--- src/rtl/pycoram_channel_sum_engine.sv ---
// Pops range commands from a thread channel and either sums or clears a CoRAM range.
// Pushes one response word back per command.
module pycoram_channel_sum_engine #(
  parameter int CORAM_ADDR_LEN   = 10,
  parameter int CORAM_DATA_WIDTH = 32,
  parameter int CHANNEL_WIDTH    = 64
) (
  input  logic                        CLK,
  input  logic                        RST,
  input  logic [CHANNEL_WIDTH-1:0]    din,
  input  logic                        din_rdy,
  output logic                        din_en,
  output logic [CHANNEL_WIDTH-1:0]    dout,
  input  logic                        dout_rdy,
  output logic                        dout_en,
  output logic [CORAM_ADDR_LEN-1:0]   mem_addr,
  output logic                        mem_wen,
  output logic [CORAM_DATA_WIDTH-1:0] mem_din,
  input  logic [CORAM_DATA_WIDTH-1:0] mem_dout,
  output logic                        busy
);

  typedef enum logic [1:0] {IDLE, ISSUE, DRAIN, RESP} state_t;

  state_t                      state_q, state_d;
  logic [CORAM_ADDR_LEN-1:0]   cur_addr_q, cur_addr_d;
  logic [15:0]                 remaining_q, remaining_d;
  logic [15:0]                 done_cnt_q, done_cnt_d;
  logic                        op_q, op_d;
  logic                        rd_valid_q, rd_valid_d;
  logic [CHANNEL_WIDTH-1:0]    acc_q, acc_d;
  logic [CHANNEL_WIDTH-1:0]    dout_q, dout_d;

  // Only the address, length and op fields of the command word are decoded.
  logic unused_din;
  assign unused_din = ^din;

  always_comb begin
    state_d     = state_q;
    cur_addr_d  = cur_addr_q;
    remaining_d = remaining_q;
    done_cnt_d  = done_cnt_q;
    op_d        = op_q;
    rd_valid_d  = 1'b0;
    dout_d      = dout_q;
    acc_d       = rd_valid_q ? acc_q + CHANNEL_WIDTH'(mem_dout) : acc_q;
    din_en      = 1'b0;
    dout_en     = 1'b0;
    mem_addr    = '0;
    mem_wen     = 1'b0;
    mem_din     = '0;
    busy        = (state_q != IDLE);

    case (state_q)
      IDLE: begin
        if (din_rdy) begin
          din_en      = 1'b1;
          cur_addr_d  = din[CORAM_ADDR_LEN-1:0];
          remaining_d = din[47:32];
          op_d        = din[63];
          acc_d       = '0;
          done_cnt_d  = '0;
          if (din[47:32] == 16'd0) begin
            state_d = RESP;
            dout_d  = '0;
          end else begin
            state_d = ISSUE;
          end
        end
      end
      ISSUE: begin
        mem_addr    = cur_addr_q;
        cur_addr_d  = cur_addr_q + 1'b1;
        remaining_d = remaining_q - 1'b1;
        if (op_q) begin
          mem_wen    = 1'b1;
          done_cnt_d = done_cnt_q + 1'b1;
        end else begin
          rd_valid_d = 1'b1;
        end
        if (remaining_q == 16'd1) state_d = DRAIN;
      end
      DRAIN: begin
        // The final read word lands this cycle, so the response takes the
        // next accumulator value rather than the registered one.
        state_d = RESP;
        dout_d  = op_q ? CHANNEL_WIDTH'(done_cnt_q) : acc_d;
      end
      RESP: begin
        if (dout_rdy) begin
          dout_en = 1'b1;
          state_d = IDLE;
        end
      end
      default: state_d = IDLE;
    endcase
  end

  always_ff @(posedge CLK) begin
    if (RST) begin
      state_q     <= IDLE;
      cur_addr_q  <= '0;
      remaining_q <= '0;
      done_cnt_q  <= '0;
      op_q        <= 1'b0;
      rd_valid_q  <= 1'b0;
      acc_q       <= '0;
      dout_q      <= '0;
    end else begin
      state_q     <= state_d;
      cur_addr_q  <= cur_addr_d;
      remaining_q <= remaining_d;
      done_cnt_q  <= done_cnt_d;
      op_q        <= op_d;
      rd_valid_q  <= rd_valid_d;
      acc_q       <= acc_d;
      dout_q      <= dout_d;
    end
  end

  assign dout = dout_q;

endmodule

--- config.mk ---
export PLATFORM = sky130hd
export DESIGN_NAME = pycoram_channel_sum_engine
export DESIGN_NICKNAME = d
export VERILOG_FILES = /design/src/rtl/pycoram_channel_sum_engine.sv
export SDC_FILE = /design/constraint.sdc
export NUM_CORES = 1
export LEC_CHECK = 0
export CAP_MARGIN = 20
export CORE_MARGIN = 1.5
export CORE_UTILIZATION = 30
export CTS_BUF_LIST = sky130_fd_sc_hd__clkbuf_8
export DETAILED_ROUTE_END_ITERATION = 7
export SYNTH_ARGS = -nofsm -noshare
export SYNTH_HDL_FRONTEND = slang
export SYNTH_SLANG_ARGS = --single-unit
--- constraint.sdc ---
create_clock -name CLK -period 3.9 [get_ports CLK]
set_input_delay 0.39 -clock CLK [delete_from_list [all_inputs] [get_ports CLK]]
set_output_delay 0.39 -clock CLK [all_outputs]
set_load 0.02 [all_outputs]
==> impl_metrics.env <==
export IMPL_clock_skew_ns=0.0297
export IMPL_critPathKind="in -> reg"
export IMPL_seq_area_frac_synth_pct=36.5
export IMPL_finalMaxSlewViolations=0
export IMPL_cts_max_level=4
export IMPL_cts_resized=0
export IMPL_core_sq_mm=0.0314
export IMPL_syn2layout_area_growth_pct=22.1
export IMPL_start_kind="input port"
export IMPL_peakVddDrop_v=0.000234
export IMPL_critPathMaxFanout=4
export IMPL_synth_top_area_cell="dfxtp_1"
export IMPL_arrival_ns=3.62
export IMPL_synth_edf_count=0
export IMPL_post_route_period_util_pct=83.7
export IMPL_relSlewSlack_pct=51.6
export IMPL_die_w_microns=181
export IMPL_grt_pass1_vias=8322
export IMPL_required_ns=4.25
export IMPL_grt_overflow_total=0
export IMPL_final_min_clock_period_ns=3.27
export IMPL_synth_seq_cells=174
export IMPL_design_area_sq_mm=0.0117
export IMPL_postRouteAntennaNets=0
export IMPL_hpwl_microns=19700
export IMPL_drt_vias_per_instance=5.08
export IMPL_async_flop_share_pct=0
export IMPL_fin_total_pwr_w=0.00476
export IMPL_synth_top_cells_by_area="dfxtp_1, nor2_1, nand2_1, ha_1, xnor2_1"
export IMPL_drtIter0Drc=620
export IMPL_first_pass_iters=5
export IMPL_cts_sinks=174
export IMPL_grt_total_usage_pct=16.2
export IMPL_synth_cell_types=71
export IMPL_setup_viol=0
export IMPL_finalHoldViolations=0
export IMPL_netlist_area_leader_share_pct=36.5
export IMPL_leakage_nw=4.17
export IMPL_ys_flop_type="dfxtp_1"
export IMPL_dpl_cell_area_sq_mm=0.0112
export IMPL_cts_root_buffer="clkbuf_8"
export IMPL_endpoint_kind="flip-flop"
export IMPL_hp_class="reg -> reg"
export IMPL_ys_warn_count=0
export IMPL_post_synth_top_count_cell="dfxtp_1"
export IMPL_insertion_delay_ns=0.50
export IMPL_cts_made_buffers=17
export IMPL_rsz0062_at_grt="no"
export IMPL_syn_area_sq_mm=0.00954
export IMPL_wl_microns=26700
export IMPL_die_y_microns=181
export IMPL_setup_tns_ns=0
export IMPL_ys_top_cells_by_count="dfxtp_1, nor2_1, nand2_1"
export IMPL_n_antenna_cell=0
export IMPL_dp_cells=1715
export IMPL_nNetsFinal=1474
export IMPL_io_pins=210
export IMPL_cts_tree="built"
export IMPL_drc=0
export IMPL_dieArea_sq_mm=0.0329
export IMPL_maxCapViolCount=0
export IMPL_cts_hold_buf=0
export IMPL_rows=65
export IMPL_max_freq_ghz=0.306
export IMPL_netlist_instances=1220
export IMPL_io_buffers=140
export IMPL_grt_start_max_net_pins=57
export IMPL_vias=8872
export IMPL_worstMarginPinSlew_ns=0.727
export IMPL_place_gp_congestion=0.854
export IMPL_cts_setup_buffers=0
export IMPL_instances_no_fill=1748
export IMPL_start_util_pct=30.4
export IMPL_path_clk_slew_ns=0.11
export IMPL_avgSynthCellArea_sq_um=7.82
export IMPL_antenna_found_initial=0
export IMPL_drive_gt1_share_pct=4.61
export IMPL_wl_per_cell_microns=15.3
export IMPL_holdWs_ns=0.452
export IMPL_status="finished clean"
export IMPL_power_density_mw_per_mm2=409
export IMPL_grt_pass1_wl_microns=43100
export IMPL_cts_buffer_depth=2
area by class of cell:
cell class	instances	area, sq um
Clock buffer	17	234
Clock inverter	15	199
Fill cell	3333	19700
Inverter	31	116
Multi-Input combinational cell	954	5600
Sequential cell	174	3480
Tap cell	402	503
Timing Repair Buffer	155	1510
cells by family after synthesis:
family / synth area share (%)
other: 0.0393
XOR/XNOR: 5.87
multiplexers: 2.53
AO/OA/AOI/OAI: 20.1
buffers and inverters: 6.15
AND/OR/NAND/NOR: 23.3
flip-flops: 36.5
adder cells (fa/ha/maj): 5.46
through the flow:
stage	setup slack [ns]	utilization, %
after floorplan	1.19	-
after global routing	0.328	37.1
after detailed placement	0.162	35.7
after CTS	0.652	37.1
final	0.634	37.1
after global placement	0.148	35.7
critical path, cell delays in order:
cell,delay [ns]
clkdlybuf4s50_1,0.51
ha_1,0.22
inv_1,0.07
fa_1,0.39
nor2b_1,0.20
o31a_1,0.22
o31a_1,0.25
o31a_1,0.27
o211ai_1,0.24
a2111oi_1,0.59
xnor2_1,0.20
nor2_1,0.06
layer usage:
metal	GRT usage, %	part of all wire (%)	routed length [microns]
met5	0	0	0
met4	3.03	0.72	192
met1	22.4	49	13100
met2	26.5	45	12100
met3	2.86	4.8	1280
worst paths after layout:
kind	endpoint	slack, ns	from	cells after the start
worst min register to register	dout[37]$_SDFFE_PP0P_	0.45	dout[37]$_SDFFE_PP0P_	2
worst min-delay path	dout[37]$_SDFFE_PP0P_	0.45	dout[37]$_SDFFE_PP0P_	2
worst max register to register	flip-flop	0.73	acc_q[0]$_SDFF_PP0_	11
worst max-delay path	flip-flop	0.63	mem_dout[0]	12
where the power goes:
group	switching [W]	total, W	internal (W)
combinational	0.000868	0.00138	0.000514
sequential	0.000104	0.00200	0.00189
clock	0.000872	0.00138	0.000512
total	0.00184	0.00476	0.00292
cells in the final DEF, fill, tap and decap left out, types with 6 or more instances in the layout:
cell / n
or3_1: 6
o21ai_1: 21
mux2i_1: 23
a21oi_1: 77
ha_1: 39
nor2b_1: 12
or4_1: 7
nand3_1: 43
inv_1: 31
a31oi_1: 15
conb_1: 32
xnor2_1: 47
nor2_1: 153
o21a_1: 7
a22o_1: 6
nand2_1: 153
o22ai_1: 8
a211oi_1: 26
buf_4: 15
nor3_1: 28
xor2_1: 17
nand4_1: 21
nor4_1: 9
o211ai_1: 12
a22oi_1: 12
clkbuf_8: 17
and2_1: 18
a21o_1: 6
o21ai_0: 73
dfxtp_1: 173
clkdlybuf4s50_1: 140
and3_1: 14
No activity file was read; power rests on OpenSTA's default activity.
